<file path="config.mk">
export PLATFORM = sky130hd
export DESIGN_NAME = alu_cmd_sequencer
export DESIGN_NICKNAME = d
export VERILOG_FILES = /design/src/rtl/alu_pkg.sv /design/src/rtl/alu_cmd_sequencer.sv
export SDC_FILE = /design/constraint.sdc
export NUM_CORES = 1
export LEC_CHECK = 0
export ABC_CLOCK_PERIOD_IN_PS = 1980
export CORE_MARGIN = 5
export CORE_UTILIZATION = 40
export CTS_CLUSTER_DIAMETER = 50
export DETAILED_ROUTE_END_ITERATION = 6
export PLACE_DENSITY_LB_ADDON = 0.1
export SLEW_MARGIN = 20
export SYNTH_ARGS = -nofsm -noshare
export SYNTH_HDL_FRONTEND = slang
export SYNTH_SLANG_ARGS = --single-unit
</file>
<file path="constraint.sdc">
create_clock -name clk -period 1.98 [get_ports clk]
set_input_delay 0.198 -clock clk [delete_from_list [all_inputs] [get_ports clk]]
set_output_delay 0.198 -clock clk [all_outputs]
set_load 0.02 [all_outputs]
</file>
<file path="src/rtl/alu_pkg.sv">
// rtl/alu_pkg.sv - shared opcodes, flag indices and sequencer state type
package alu_pkg;

  localparam logic [4:0] LD   = 5'h01;
  localparam logic [4:0] ADD  = 5'h03;
  localparam logic [4:0] SUB  = 5'h04;
  localparam logic [4:0] ANDD = 5'h05;
  localparam logic [4:0] ORR  = 5'h06;
  localparam logic [4:0] XORR = 5'h07;
  localparam logic [4:0] NOTT = 5'h08;
  localparam logic [4:0] SL   = 5'h09;
  localparam logic [4:0] SR   = 5'h0A;

  localparam int Z_BIT = 3;
  localparam int N_BIT = 2;
  localparam int C_BIT = 1;
  localparam int V_BIT = 0;

  typedef enum logic [1:0] {
    S_IDLE = 2'd0,
    S_EXEC = 2'd1,
    S_RESP = 2'd2
  } seq_state_t;

  // Opcodes the ALU understands; everything else is rejected without touching the ALU
  function automatic logic is_legal_op(input logic [4:0] op);
    case (op)
      LD, ADD, SUB, ANDD, ORR, XORR, NOTT, SL, SR: return 1'b1;
      default:                                     return 1'b0;
    endcase
  endfunction

endpackage

</file>
<file path="src/rtl/alu_cmd_sequencer.sv">
// rtl/alu_cmd_sequencer.sv - drives one ALU command at a time and returns its result and flags
module alu_cmd_sequencer
  import alu_pkg::*;
#(
  parameter int ALU_LATENCY = 1,
  parameter int CNT_W       = 16
) (
  input  logic             clk,
  input  logic             reset,
  input  logic             cmd_valid,
  output logic             cmd_ready,
  input  logic [4:0]       cmd_op,
  input  logic [31:0]      cmd_a,
  input  logic [31:0]      cmd_b,
  input  logic             cmd_chain,
  output logic [31:0]      alu_bus_A,
  output logic [31:0]      alu_bus_B,
  output logic [4:0]       alu_instruction,
  input  logic [31:0]      alu_out_bus,
  input  logic             alu_Z,
  input  logic             alu_N,
  input  logic             alu_C,
  input  logic             alu_V,
  output logic             rsp_valid,
  input  logic             rsp_ready,
  output logic [31:0]      rsp_data,
  output logic [3:0]       rsp_flags,
  output logic             rsp_err,
  output logic [CNT_W-1:0] op_count,
  output logic [CNT_W-1:0] err_count
);

  localparam logic [3:0] LAT = 4'(ALU_LATENCY);

  seq_state_t        r_state;
  seq_state_t        w_next_state;
  logic              w_accept;
  logic              w_legal;
  logic              w_capture;
  logic [31:0]       w_eff_a;
  logic [3:0]        w_alu_flags;

  logic [3:0]        r_wait;
  logic [31:0]       r_bus_a;
  logic [31:0]       r_bus_b;
  logic [4:0]        r_instr;
  logic [31:0]       r_last;
  logic [31:0]       r_rsp_data;
  logic [3:0]        r_rsp_flags;
  logic              r_rsp_err;
  logic [CNT_W-1:0]  r_op_count;
  logic [CNT_W-1:0]  r_err_count;

  assign w_legal = is_legal_op(cmd_op);
  assign w_eff_a = cmd_chain ? r_last : cmd_a;

  // Pack the ALU flag wires into the {Z,N,C,V} response layout
  always_comb begin
    w_alu_flags        = '0;
    w_alu_flags[Z_BIT] = alu_Z;
    w_alu_flags[N_BIT] = alu_N;
    w_alu_flags[C_BIT] = alu_C;
    w_alu_flags[V_BIT] = alu_V;
  end

  // State register
  always_ff @(posedge clk or negedge reset) begin
    if (!reset) r_state <= S_IDLE;
    else        r_state <= w_next_state;
  end

  // Next-state decode plus the accept/capture strobes that steer the datapath
  always_comb begin
    w_next_state = r_state;
    w_accept     = 1'b0;
    w_capture    = 1'b0;
    case (r_state)
      S_IDLE: begin
        if (cmd_valid) begin
          w_accept     = 1'b1;
          w_next_state = w_legal ? S_EXEC : S_RESP;
        end
      end
      S_EXEC: begin
        if (r_wait == 4'd0) begin
          w_capture    = 1'b1;
          w_next_state = S_RESP;
        end
      end
      S_RESP: begin
        if (rsp_ready) w_next_state = S_IDLE;
      end
      default: w_next_state = S_IDLE;
    endcase
  end

  assign cmd_ready = (r_state == S_IDLE);
  assign rsp_valid = (r_state == S_RESP);

  // ALU operand/instruction registers and the latency countdown; operands only move on a legal accept
  always_ff @(posedge clk or negedge reset) begin
    if (!reset) begin
      r_bus_a <= '0;
      r_bus_b <= '0;
      r_instr <= '0;
      r_wait  <= '0;
    end else if (w_accept && w_legal) begin
      r_bus_a <= w_eff_a;
      r_bus_b <= cmd_b;
      r_instr <= cmd_op;
      r_wait  <= LAT;
    end else if (r_state == S_EXEC && r_wait != 4'd0) begin
      r_wait <= r_wait - 4'd1;
    end
  end

  // Response registers: illegal commands answer immediately with an error, legal ones at capture
  always_ff @(posedge clk or negedge reset) begin
    if (!reset) begin
      r_rsp_data  <= '0;
      r_rsp_flags <= '0;
      r_rsp_err   <= 1'b0;
    end else if (w_accept && !w_legal) begin
      r_rsp_data  <= '0;
      r_rsp_flags <= '0;
      r_rsp_err   <= 1'b1;
    end else if (w_capture) begin
      r_rsp_data  <= alu_out_bus;
      r_rsp_flags <= w_alu_flags;
      r_rsp_err   <= 1'b0;
    end
  end

  // Chaining source: only completed legal operations update it
  always_ff @(posedge clk or negedge reset) begin
    if (!reset)         r_last <= '0;
    else if (w_capture) r_last <= alu_out_bus;
  end

  // Wrapping statistics counters
  always_ff @(posedge clk or negedge reset) begin
    if (!reset) begin
      r_op_count  <= '0;
      r_err_count <= '0;
    end else begin
      if (w_capture)             r_op_count  <= r_op_count + 1'b1;
      if (w_accept && !w_legal)  r_err_count <= r_err_count + 1'b1;
    end
  end

  assign alu_bus_A       = r_bus_a;
  assign alu_bus_B       = r_bus_b;
  assign alu_instruction = r_instr;
  assign rsp_data        = r_rsp_data;
  assign rsp_flags       = r_rsp_flags;
  assign rsp_err         = r_rsp_err;
  assign op_count        = r_op_count;
  assign err_count       = r_err_count;

endmodule
</file>
; ---- Yosys cells after proc, flatten, opt, wreduce, memory -nomap -nowiden
; Memories as Yosys holds them, arrays and structs flattened.
; Index checks and enable logic that the tools add are counted.
[totals]
elab_cells = 49
output_inout_bits = 140
mem_bits_ro = 16
mem_count = 1
register_bits = 176
[memory_table]
columns = name, depth, width, rd, rd_clocked_by_memory_dff, wr, line
row1 = (no name shown), 16, 1, 1, 0, 0, alu_pkg.sv:27  ; case (op)
[classes]
n_reduce_logical = 10
eq_ne = 5
muxes = 19
addsub = 3
[op_table]
columns = cell, n
row1 = $mux W32, 3
row2 = $add A16 B1 Y16 const B, 2
row3 = $mux W4, 4
row4 = $mux W2, 4
row5 = $mux W1, 7
row6 = $pmux W2 S3, 1
row7 = $logic_not A4 Y1, 1
row8 = $ne A2 B2 Y1 const B, 2
row9 = $reduce_bool A2 Y1, 2
row10 = $reduce_bool A4 Y1, 1
row11 = $sub A4 B1 Y4 const B, 1
row12 = $logic_and A1 B1 Y1, 3
row13 = $reduce_and A3 Y1, 1
row14 = $eq A2 B1 Y1 const B, 1
row15 = $eq A2 B2 Y1 const B, 1
row16 = $logic_not A2 Y1, 1
row17 = $ne A2 B1 Y1 const B, 1
row18 = $logic_not A1 Y1, 1

; ---- Longest topological paths before layout
; Gate-level depths: netlist (run 1).
[depth]
depth_word = 5
ltp_mapped = 8

; ---- Worst setup path before layout (run 1)
; OpenSTA, ideal clock, no wires.
[synth_timing]
path_type = register -> register
startpoint = register r_state[1]
endpoint = register r_bus_b[0], in the netlist alu_bus_B[0]
arrival_time_ns = 1.932
stages_incl_launch_ff = 6
path_buffers = 2
synth_period_minus_slack_ns = 2.056
setup_slack_ns = -0.076
cell_sequence = dfrtp_1 or3b_1 buf_2 a2111oi_4 buf_2 mux2_2
[synth_via]
elab_chain_len = 3
[synth_lines]
columns = element, line
row1 = "start, declared", alu_cmd_sequencer.sv:35  ; seq_state_t r_state;
row2 = "start signal, assigned", alu_cmd_sequencer.sv:69  ; else r_state <= w_next_state;
row3 = $logic_not A2 Y1, alu_cmd_sequencer.sv:77  ; case (r_state)
row4 = $mux W1, alu_cmd_sequencer.sv:77
row5 = $logic_and A1 B1 Y1, alu_cmd_sequencer.sv:107  ; end else if (w_accept && w_legal) begin
row6 = "end signal, assigned", alu_cmd_sequencer.sv:109  ; r_bus_b <= cmd_b;
row7 = "end, declared", alu_cmd_sequencer.sv:45  ; logic [31:0] r_bus_b;
; Every way passes these cells.
; A chain may end at the register's enable or synchronous reset.

; ---- Worst setup path in the final report (run 1)
[layout_timing]
startpoint = register r_state[0]
endpoint = register r_bus_b[2], in the netlist alu_bus_B[2]
; The elaborated chain is that of the path after synthesis.

==> results.txt, run 1 <==
----------------------------------------------------
[Outcome]
  Result of the run ... finished, violations left
  Violated checks ... setup timing

[Setup path]
  Worst reg2reg path startpoint ... r_state[0]
  Endpoint of the most critical setup path ... alu_bus_B[2]
  Worst setup startpoint ... r_state[0]
  Largest driver fanout on the critical path ... 6
  CP Depth ... 5
  Dominant delay contributor by cell family on the critical path ... simple AND/OR/NAND/NOR gates
  Type of element capturing the critical path ... flip-flop
  Bufs and invs on worst path ... 2
  Worst Path Arrival ... 2.30 ns
  Cell-by-cell listing of the critical path ... or3b_4 > a2111oi_4 > buf_6 > clkbuf_16 > mux2_2
  Largest incremental delay on the critical path ... 0.43 ns
  Reg-to-reg endpoint ... alu_bus_B[2]
  Depth of the worst register-to-register path ... 5
  Cell with the biggest individual delay on the critical path ... sky130_fd_sc_hd__or3b_4
  Register-to-register setup slack ... -0.01 ns
  Category of the most critical setup path ... flip-flop to flip-flop
  Worst Path Required ... 2.29 ns
  Launching element type of the critical path ... flip-flop

[Yosys]
  Top cell type's share of synthesized area ... 0.619
  Post-Synthesis Net Count ... 756
  Top cells by count, synth ... sky130_fd_sc_hd__dfrtp_1, sky130_fd_sc_hd__nand2_1, sky130_fd_sc_hd__a21oi_1
  Average size of a mapped cell ... roughly 11 um^2
  Number of warning messages in the yosys log ... 0
  Mapped cell area ... 0.00711 mm^2
  Largest cells by area after synthesis ... sky130_fd_sc_hd__dfrtp_1, sky130_fd_sc_hd__nand2_1, sky130_fd_sc_hd__mux2_2, sky130_fd_sc_hd__a21oi_1, sky130_fd_sc_hd__mux2i_1
  Post-synthesis sequential area ratio ... 0.619
  Yosys top cell by area ... sky130_fd_sc_hd__dfrtp_1
  Ys async rst share ... 1.00
  Cell with the most instances after synthesis ... sky130_fd_sc_hd__dfrtp_1
  Number of flops mapped to enable cells by yosys ... 0
  FF+latch count, synth ... ~180
  Synth unique cells ... 31
  Top FF cell, synth ... sky130_fd_sc_hd__dfrtp_1
  Gate count after technology mapping ... 642

[Cells and area]
  Final #Nets ... ~1000
  Share of cells above drive strength 1 ... 0.148
  Area growth syn-to-layout ... 56.3%
  Util after Layout ... 0.641
  Finished Cell Area ... 0.0111 mm^2
  Layout fillers ... 1331
  Count of inserted antenna diode cells ... 0

[Drt]
  Number of vias per cell after detailed routing ... 4.94
  Antenna viol nets, final ... 0
  Top routing layer in use ... met4
  Number of design rule violations left after detail routing ... 0
  Number of vias after detailed routing ... 5721
  Metal1 wirelength ... just under 9 mm
  Met3 WL post-DR ... ~1.7 mm
  Met2 wire length ... 9.97 mm
  Iteration-0 DRC Markers ... 232
  Overall routed net length ... between 20 and 25 mm
  Detailed-routing iteration count for the pre-antenna-repair pass ... 4
  Average wire per cell in the routed design ... 18.2 um

[Clock tree]
  Clock-pin transition on the worst setup and hold timing paths ... 0.07 ns
  Latest clock arrival within the worst-skew pair ... 0.42 ns
  H-Tree Level Count ... 4
  Clock tree root driver cell ... sky130_fd_sc_hd__clkbuf_16
  CTS buffer count ... 17
  CTS tree ... yes
  Clk sink count ... between 150 and 200
  Maximum clock path buffer count ... 2

[STA]
  Worst-margin pin slew ... 0.387 ns
  Hold Fails Final Rpt ... 0
  Worst setup skew after layout ... 0.00756 ns
  Final critical-path required period ... 1.99 ns
  Highest achievable clock rate ... 0.502 GHz
  Count of final max-slew check failures ... 0
  Slew headroom ... 0.742
  RSZ-0062 raised after global routing ... true
  PnR worst setup slack ... -0.0136 ns
  Final setup violating endpoints ... 8
  Crit share post-route ... 1.01

[Placed design]
  Total of buffers placed on input and output ports ... 249
  RePlAce Congestion ... between 0.8 and 0.9
  Post-detailed-placement cell area ... 0.0101 mm^2
  Detailed-placement wirelength estimate ... 14.5 mm

[Floorplanning]
  Chip Width ... 143 um
  Placement row count ... 48
  Total core area ... 0.0174 mm^2
  Initial standard-cell utilization of the core ... 0.410
  Die boundary height ... 143 um
  Boundary Pins ... 250
  Die area ... around 0.021 mm^2

[GRT]
  Remaining global-route overflow ... 0
  First-pass GRT wire length ... approximately 32 mm
  Number of global-route vias before repair ... 6091
  Largest net degree at the start of global routing ... 56
  Antenna violations before repair ... 0
  Overall routing resource usage ... 0.198

[Power and ir drop]
  Static leakage ... 4.97 nW
  Maximum vdd ir drop ... about 0.00075 V
  Total power per unit cell area ... ~1400 mW/mm^2

[Flow run]
  Number of maximum-capacitance constraint violations ... 0

[Min path]
  Min-Delay Path Class ... input pin to asynchronous set/reset pin

----------------------------------------------------
[through the flow]
| step | TNS [ns] | hold WS, ns | std cells | total power [mW] | worst slack [ns] |
|---|---|---|---|---|---|
| 2_1_floorplan | 0 | -0.0976 | 642 | 8.73 | 0.0000844 |
| 3_3_place_gp | -16.84 | 0.125 | 1113 | 11.8 | -0.252 |
| 3_5_place_dp | -19.47 | 0.129 | 1113 | 11.9 | -0.303 |
| 4_1_cts | 0 | 0.242 | 1149 | 15.4 | 0.0114 |
| 5_1_grt | -1.03 | 0.257 | 1158 | 16.6 | -0.0758 |
| 6_report | -0.0494 | 0.249 | 1158 | 15.6 | -0.0136 |
[routing by layer]
layer / track usage / vias up
met5: 0 / -
met4: 0.0699 / 0
li1: - / 2724
met2: 0.319 / 184
met3: 0.0739 / 33
met1: 0.247 / 2780
[sequential cells by signal, indices dropped and copies added, names as in the netlist]
register,flops
r_wait,4
err_count,16
alu_bus_B,32
rsp_flags,4
rsp_err,1
rsp_data,32
op_count,16
alu_instruction,5
r_state,2
r_last,32
alu_bus_A,32
[layout by cell type, fill, tap and decap left out, types with 5 or more instances in the layout]
| cell | instances |
|---|---|
| sky130_fd_sc_hd__inv_1 | 5 |
| sky130_fd_sc_hd__nand3_1 | 10 |
| sky130_fd_sc_hd__a21oi_1 | 63 |
| sky130_fd_sc_hd__xor2_1 | 25 |
| sky130_fd_sc_hd__mux2_2 | 13 |
| sky130_fd_sc_hd__inv_6 | 6 |
| sky130_fd_sc_hd__nand4_1 | 5 |
| sky130_fd_sc_hd__nor4_1 | 10 |
| sky130_fd_sc_hd__buf_12 | 11 |
| sky130_fd_sc_hd__nor3_1 | 11 |
| sky130_fd_sc_hd__nor2_1 | 29 |
| sky130_fd_sc_hd__mux2_4 | 24 |
| sky130_fd_sc_hd__xnor2_1 | 8 |
| sky130_fd_sc_hd__mux2i_1 | 32 |
| sky130_fd_sc_hd__nand2_1 | 149 |
| sky130_fd_sc_hd__clkdlybuf4s50_1 | 246 |
| sky130_fd_sc_hd__dfrtp_1 | 176 |
| sky130_fd_sc_hd__a21oi_2 | 5 |
| sky130_fd_sc_hd__nor2_2 | 9 |
| sky130_fd_sc_hd__buf_4 | 20 |
| sky130_fd_sc_hd__clkbuf_16 | 23 |
| sky130_fd_sc_hd__buf_6 | 5 |
[report_power, final]
| group | total [mW] | switching [mW] | internal [mW] |
|---|---|---|---|
| combinational | 6.42 | 3.13 | 3.30 |
| clock | 3.37 | 1.46 | 1.91 |
| sequential | 5.85 | 0.898 | 4.95 |
| total | 15.6 | 5.48 | 10.2 |
[area by class of cell]
class	instances	area [um^2]	area share
inverters	5	18.8	0.00169
multi-input cells	427	2720	0.244
flip-flops and latches	176	4400	0.396
clock buffers	18	439	0.0395
repair buffers	293	3110	0.280
well taps	225	282	0.0253
clock inverters	14	153	0.0137
[worst min-delay path by stage]
stage | slack [ns] | startpoint | depth (start not counted) | end
detailed placement | 0.13 | reset | 1 | alu_bus_B[30]
global route | 0.26 | reset | 2 | alu_bus_B[30]
global placement | 0.12 | reset | 1 | alu_bus_B[26]
CTS | 0.24 | reset | 2 | alu_bus_B[30]
floorplan | -0.1 | reset | 0 | alu_bus_A[0]
finish | 0.25 | reset | 2 | alu_bus_B[30]
[logic make-up (layout without fill, tap and decap cells)]
family / count (synthesis) / in the layout / share of synthesized area
multiplexers: 69 / 69 / 0.104
AO/OA/AOI/OAI: 74 / 74 / 0.0572
flip-flops: 176 / 176 / 0.619
buffers and inverters: 39 / 330 / 0.0229
XOR/XNOR: 33 / 33 / 0.0406
adder cells (fa/ha/maj): 4 / 4 / 0.00704
AND/OR/NAND/NOR: 247 / 247 / 0.150
[timing repair]
action	CTS	global route
setup buffers	2	2
gates resized for setup	2	52
pin swaps	1	3
gates cloned	1	8
hold buffers	1	0
setup endpoints to repair	42	82
hold endpoints to repair	34	0
Power figures use the tool's default switching activity.
==> inputs of run 2 (changes only) <==
--- a/config.mk
+++ b/config.mk
@@ -6,7 +6,7 @@
 export NUM_CORES = 1
 export LEC_CHECK = 0
 export ABC_CLOCK_PERIOD_IN_PS = 1980
-export CORE_MARGIN = 5
+export CORE_MARGIN = 2
 export CORE_UTILIZATION = 40
 export CTS_CLUSTER_DIAMETER = 50
 export DETAILED_ROUTE_END_ITERATION = 6
==> results.txt, run 2 (synthesis gave the netlist of run 1 again) <==
----------------------------------------------------
[Drt]
  Detailed-routing iteration count for the pre-antenna-repair pass ... 4 (unchanged)
  Iteration-0 DRC Markers ... 267 (was 232)
  Overall routed net length ... 19.0 mm (was 21.1 mm)
  Antenna viol nets, final ... 0 (unchanged)
  Number of design rule violations left after detail routing ... 0 (unchanged)
  Number of vias per cell after detailed routing ... 4.89 (was 4.94)
  Average wire per cell in the routed design ... 16.6 um (was 18.2 um)
  Number of vias after detailed routing ... 5608 (was 5721)

[Floorplanning]
  Initial standard-cell utilization of the core ... 0.410 (unchanged)
  Boundary Pins ... 250 (unchanged)
  Die area ... 0.0189 mm^2 (was 0.0206 mm^2)
  Chip Width ... 137 um (was 143 um)
  Placement row count ... 48 (unchanged)
  Total core area ... 0.0174 mm^2 (unchanged)
  Die boundary height ... 137 um (was 143 um)

[Setup path]
  Depth of the worst register-to-register path ... 4 (was 5)
  Cell-by-cell listing of the critical path ... buf_4 > nor2_1 > clkdlybuf4s50_1 (was or3b_4 > a2111oi_4 > buf_6 > clkbuf_16 > mux2_2)
  Dominant delay contributor by cell family on the critical path ... buffers and inverters (was simple AND/OR/NAND/NOR gates)
  Worst Path Arrival ... 1.70 ns (was 2.30 ns)
  Worst reg2reg path startpoint ... r_state[1] (was r_state[0])
  Type of element capturing the critical path ... primary output (was flip-flop)
  CP Depth ... 3 (was 5)
  Largest incremental delay on the critical path ... 0.63 ns (was 0.43 ns)
  Register-to-register setup slack ... 0.11 ns (was -0.01 ns)
  Category of the most critical setup path ... flip-flop to primary output (was flip-flop to flip-flop)
  Largest driver fanout on the critical path ... 4 (was 6)
  Reg-to-reg endpoint ... alu_bus_B[0] (was alu_bus_B[2])
  Bufs and invs on worst path ... 2 (unchanged)
  Launching element type of the critical path ... flip-flop (unchanged)
  Cell with the biggest individual delay on the critical path ... sky130_fd_sc_hd__clkdlybuf4s50_1 (was sky130_fd_sc_hd__or3b_4)
  Worst Path Required ... 1.78 ns (was 2.29 ns)

[Outcome]
  Result of the run ... complete, no violations (was finished, violations left)

[Cells and area]
  Cell Count, Final, Fillers Out ... 1147 (was 1158)
  Share of cells above drive strength 1 ... 0.121 (was 0.148)
  Area growth syn-to-layout ... 51.6% (was 56.3%)
  Layout fillers ... 1372 (was 1331)
  Most common library cell in the layout ignoring fill and taps ... sky130_fd_sc_hd__clkdlybuf4s50_1 (unchanged)
  Final #Nets ... 1023 (was 1034)
  Commonest cells after routing, fill and taps aside ... sky130_fd_sc_hd__clkdlybuf4s50_1, sky130_fd_sc_hd__dfrtp_1, sky130_fd_sc_hd__nand2_1 (unchanged)
  Count of inserted antenna diode cells ... 0 (unchanged)
  Util after Layout ... 0.621 (was 0.641)
  Finished Cell Area ... 0.0108 mm^2 (was 0.0111 mm^2)

[Power and ir drop]
  Static leakage ... 4.79 nW (was 4.97 nW)
  Maximum vdd ir drop ... 0.000755 V (was 0.000746 V)
  Total power per unit cell area ... 1410 mW/mm^2 (about the same)
  PnR Total Power ... 15.2 mW (was 15.6 mW)

[STA]
  Final critical-path required period ... 1.90 ns (was 1.99 ns)
  Final setup violating endpoints ... 0 (was 8)
  RSZ-0062 raised after global routing ... false (was true)
  Worst-margin pin slew ... 0.338 ns (was 0.387 ns)
  Slew headroom ... 0.773 (was 0.742)
  Worst hold slack ... 0.241 ns (was 0.249 ns)
  Highest achievable clock rate ... 0.527 GHz (was 0.502 GHz)
  Crit share post-route ... 0.958 (was 1.01)
  Worst setup skew after layout ... 0.00821 ns (was 0.00756 ns)
  PnR worst setup slack ... 0.0839 ns (was -0.0136 ns)
  Setup TNS Final ... 0 ns (was -0.0494 ns)
  Count of final max-slew check failures ... 0 (unchanged)
  Hold Fails Final Rpt ... 0 (unchanged)

[Placed design]
  Number of placed cells counting well taps ... 1109 (was 1113)
  RePlAce Congestion ... 0.794 (was 0.842)
  Worst-case setup slack after placement ... -0.281 ns (was -0.303 ns)
  Detailed-placement wirelength estimate ... 13.4 mm (was 14.5 mm)
  Post-detailed-placement cell area ... 0.0101 mm^2 (about the same)
  Total of buffers placed on input and output ports ... 249 (unchanged)

[GRT]
  M1 GR Usage ... 0.250 (was 0.247)
  GR Layer Usage met2 ... 0.339 (was 0.319)
  Number of global-route vias before repair ... 5649 (was 6091)
  Remaining global-route overflow ... 0 (unchanged)
  First-pass GRT wire length ... 29.2 mm (was 32.0 mm)
  Global routing met3 resource utilization ... 0.0611 (was 0.0739)
  Grt peak-use layer ... met2 (unchanged)
  Antenna violations before repair ... 0 (unchanged)
  Largest net degree at the start of global routing ... 70 (was 56)
  Overall routing resource usage ... 0.201 (was 0.198)

[Min path]
  Min-Delay Path Class ... input pin to asynchronous set/reset pin (unchanged)

[Clock tree]
  CTS tree ... yes (unchanged)
  Clock-pin transition on the worst setup and hold timing paths ... 0.07 ns (about the same)
  Latest clock arrival within the worst-skew pair ... 0.42 ns (about the same)
  Clk sink count ... 176 (unchanged)
  Maximum clock path buffer count ... 2 (unchanged)
  H-Tree Level Count ... 4 (unchanged)
  Clock tree root driver cell ... sky130_fd_sc_hd__clkbuf_16 (unchanged)
  CTS buffer count ... 17 (unchanged)

[Flow run]
  Number of maximum-capacitance constraint violations ... 0 (unchanged)

----------------------------------------------------
run 2: worst max-delay path by stage:
stage / start / endpoint / slack (ns)
3_5_place_dp: cmd_valid / alu_bus_A[20] / -0.28
6_report: r_state[1] / cmd_ready / 0.08
4_1_cts: r_state[1] / alu_bus_B[18] / 0.03
3_3_place_gp: cmd_valid / alu_bus_B[15] / -0.22
5_1_grt: r_wait[0] / rsp_data[14] / 0.007
2_1_floorplan: r_state[1] / alu_bus_B[0] / 0.00008
run 2: area by class of cell:
type                            count  area, um^2  area share
Multi-Input combinational cell    427        2580       0.239
Inverter                            5        18.8     0.00174
Sequential cell                   176        4400       0.408
Clock inverter                     11         129      0.0119
Clock buffer                       21         480      0.0445
Timing Repair Buffer              282        2890       0.268
Tap cell                          225         282      0.0261
run 2: what timing repair did:
| item | 4_1_cts | 5_1_grt |
|---|---|---|
| setup endpoints to repair | 4 | 77 |
| gates cloned | 0 | 2 |
| setup buffers | 0 | 3 |
| pin swaps | 0 | 2 |
| hold endpoints to repair | 29 | 0 |
| resized for setup | 3 | 3 |
| hold buffers | 1 | 0 |
run 2: per-layer routing:
metal | vias to the layer above | share of wire
met2 | 161 | 0.49
li1 | 2695 | -
met5 | - | 0
met3 | 21 | 0.070
met4 | 0 | 0.013
met1 | 2731 | 0.43
run 2: where the power goes:
group          internal (mW)  switching (mW)  leakage (nW)
clock network           2.00            1.40         0.296
logic                   3.00            2.99          2.35
registers               4.95           0.843          2.15
total                   9.95            5.24          4.79
==> inputs of run 3 (changes only) <==
--- a/config.mk
+++ b/config.mk
@@ -8,6 +8,7 @@
 export ABC_CLOCK_PERIOD_IN_PS = 1980
 export CORE_MARGIN = 2
 export CORE_UTILIZATION = 40
+export CTS_BUF_LIST = sky130_fd_sc_hd__clkbuf_8
 export CTS_CLUSTER_DIAMETER = 50
 export DETAILED_ROUTE_END_ITERATION = 6
 export PLACE_DENSITY_LB_ADDON = 0.1
==> results.txt, run 3 (synthesis gave the netlist of run 1 again) <==
----------------------------------------------------
[Outcome]
  Result of the run ... complete, no violations (unchanged)

[Flow run]
  Number of maximum-capacitance constraint violations ... 0 (unchanged)

[Power and ir drop]
  Cell-internal power ... 9.20 mW (was 9.95 mW)
  Switching power summed over all nets ... 5.13 mW (was 5.24 mW)
  Portion of total power attributed to sequential cells ... 0.404 (was 0.381)
  Clock power share ... 0.178 (was 0.224)
  Proportion of power drawn by combinational gates ... 0.418 (was 0.394)
  Total power per unit cell area ... 1350 mW/mm^2 (was 1410 mW/mm^2)
  Static leakage ... 4.71 nW (was 4.79 nW)
  PnR Total Power ... 14.3 mW (was 15.2 mW)
  Switching fraction of total power ... 0.358 (was 0.345)
  Maximum vdd ir drop ... 0.000710 V (was 0.000755 V)

[Clock tree]
  H-Tree Level Count ... 4 (unchanged)
  CTS buffer count ... 17 (unchanged)
  Latest clock arrival within the worst-skew pair ... 0.45 ns (was 0.42 ns)
  Maximum clock path buffer count ... 2 (unchanged)
  Clk sink count ... 176 (unchanged)
  CTS tree ... yes (unchanged)
  Clock-pin transition on the worst setup and hold timing paths ... 0.09 ns (was 0.07 ns)
  Clock tree root driver cell ... sky130_fd_sc_hd__clkbuf_8 (was sky130_fd_sc_hd__clkbuf_16)

[Setup path]
  Type of element capturing the critical path ... flip-flop (was primary output)
  Cell with the biggest individual delay on the critical path ... sky130_fd_sc_hd__or3b_4 (was sky130_fd_sc_hd__clkdlybuf4s50_1)
  Largest incremental delay on the critical path ... 0.42 ns (was 0.63 ns)
  Largest driver fanout on the critical path ... 19 (was 4)
  Dominant delay contributor by cell family on the critical path ... simple AND/OR/NAND/NOR gates (was buffers and inverters)
  Launching element type of the critical path ... flip-flop (unchanged)
  Category of the most critical setup path ... flip-flop to flip-flop (was flip-flop to primary output)
  Worst Path Arrival ... 2.21 ns (was 1.70 ns)
  Worst Path Required ... 2.31 ns (was 1.78 ns)
  Cell-by-cell listing of the critical path ... or3b_4 > a2111oi_4 > buf_4 > mux2_2 (was buf_4 > nor2_1 > clkdlybuf4s50_1)
  Bufs and invs on worst path ... 1 (was 2)

[Placed design]
  Number of placed cells counting well taps ... 1109 (unchanged)
  Total of buffers placed on input and output ports ... 249 (unchanged)
  RePlAce Congestion ... 0.794 (unchanged)
  Detailed-placement wirelength estimate ... 13.4 mm (unchanged)

[Floorplanning]
  Total core area ... 0.0174 mm^2 (unchanged)
  Placement row count ... 48 (unchanged)
  Chip Width ... 137 um (unchanged)
  Boundary Pins ... 250 (unchanged)
  Die boundary height ... 137 um (unchanged)
  Initial standard-cell utilization of the core ... 0.410 (unchanged)
  Die area ... 0.0189 mm^2 (unchanged)

[Cells and area]
  Most common library cell in the layout ignoring fill and taps ... sky130_fd_sc_hd__clkdlybuf4s50_1 (unchanged)
  Count of inserted antenna diode cells ... 0 (unchanged)
  Cell Count, Final, Fillers Out ... 1147 (unchanged)
  Final #Nets ... 1023 (unchanged)
  Layout fillers ... 1396 (was 1372)
  Share of cells above drive strength 1 ... 0.121 (unchanged)
  Area growth syn-to-layout ... 48.9% (was 51.6%)
  Commonest cells after routing, fill and taps aside ... sky130_fd_sc_hd__clkdlybuf4s50_1, sky130_fd_sc_hd__dfrtp_1, sky130_fd_sc_hd__nand2_1 (unchanged)

[STA]
  Final critical-path required period ... 1.87 ns (was 1.90 ns)
  Count of final max-slew check failures ... 0 (unchanged)
  Slew headroom ... 0.773 (about the same)
  Hold Fails Final Rpt ... 0 (unchanged)
  Worst-margin pin slew ... 0.338 ns (about the same)
  Crit share post-route ... 0.946 (was 0.958)
  Highest achievable clock rate ... 0.534 GHz (was 0.527 GHz)
  Worst hold slack ... 0.200 ns (was 0.241 ns)
  Worst setup skew after layout ... 0.0102 ns (was 0.00821 ns)
  Final setup violating endpoints ... 0 (unchanged)

[Drt]
  Iteration-0 DRC Markers ... 228 (was 267)
  Number of vias after detailed routing ... 5635 (was 5608)
  Number of design rule violations left after detail routing ... 0 (unchanged)
  Antenna viol nets, final ... 0 (unchanged)
  Number of vias per cell after detailed routing ... 4.91 (was 4.89)
  Overall routed net length ... 19.0 mm (about the same)
  Detailed-routing iteration count for the pre-antenna-repair pass ... 5 (was 4)
  Average wire per cell in the routed design ... 16.6 um (about the same)

[GRT]
  Remaining global-route overflow ... 0 (unchanged)
  Number of global-route vias before repair ... 5655 (was 5649)
  Antenna violations before repair ... 0 (unchanged)
  First-pass GRT wire length ... 29.0 mm (was 29.2 mm)
  Overall routing resource usage ... 0.202 (was 0.201)
  Largest net degree at the start of global routing ... 70 (unchanged)

[Min path]
  Min-Delay Path Class ... input pin to asynchronous set/reset pin (unchanged)

----------------------------------------------------
==> run 3: per-layer routing <==
metal | up-vias | wire, um | GRT usage
met3 | 19 | 1430 | 0.0721
met2 | 179 | 9360 | 0.337
met1 | 2743 | 8000 | 0.246
met5 | - | 0 | 0
li1 | 2694 | - | -
met4 | 0 | 235 | 0.0601
==> run 3: cell type report <==
class | instances | area [um^2] | share of cell area
Clock buffer | 21 | 289 | 0.0273
Clock inverter | 11 | 129 | 0.0122
Inverter | 5 | 18.8 | 0.00177
Multi-Input combinational cell | 427 | 2580 | 0.243
Sequential cell | 176 | 4400 | 0.416
Tap cell | 225 | 282 | 0.0266
Timing Repair Buffer | 282 | 2900 | 0.273
==> run 3: worst register-to-register path, cell delays in order, from the launching register on <==
cell and delay, ns:
sky130_fd_sc_hd__dfrtp_1 0.39, sky130_fd_sc_hd__or3b_4 0.42, sky130_fd_sc_hd__a2111oi_4 0.24, sky130_fd_sc_hd__buf_4 0.33, sky130_fd_sc_hd__mux2_2 0.38
==> run 3: stage by stage <==
stage | setup TNS (ns) | instance area (um^2) | worst slack [ns] | util
floorplan | 0 | 7120 | 0.0000844 | -
global route | -0.0495 | 10600 | -0.0187 | 0.611
detailed placement | -14.18 | 10100 | -0.281 | 0.581
global placement | -11.82 | 10100 | -0.218 | 0.581
finish | 0 | 10600 | 0.106 | 0.611
CTS | 0 | 10500 | 0.00782 | 0.606
==> run 3: timing repair <==
item / in CTS / in global routing
pin swaps: 0 / 2
endpoints found under the setup margin: 7 / 82
endpoints found under the hold margin: 155 / 0
resized for setup: 3 / 4
cloned: 0 / 2
buffers inserted: 0 / 3
hold buffers: 1 / 0
==> run 3: path summary, 6_finish.rpt <==
path                          startpoint            end  slack (ns)  cells past startpoint
setup / recovery              r_state[1]   alu_bus_B[5]        0.11                      4
max in group asynchronous          reset   alu_bus_A[3]        1.17                      3
hold reg to reg            err_count[15]  err_count[15]        0.48                      1
setup reg to reg              r_state[1]   alu_bus_B[5]        0.11                      4
hold / removal                     reset  alu_bus_B[26]        0.20                      2
min in group clk                   alu_Z   rsp_flags[3]        0.28                      3
==> run 3: power groups by stage <==
stage	clock network (mW)	logic [mW]	registers [mW]
after floorplan	0	1.83	6.90
after global placement	0	5.86	5.80
after detailed placement	0	6.00	5.85
after CTS	2.64	6.02	5.79
after global routing	2.82	6.47	5.96
final	2.56	5.99	5.78
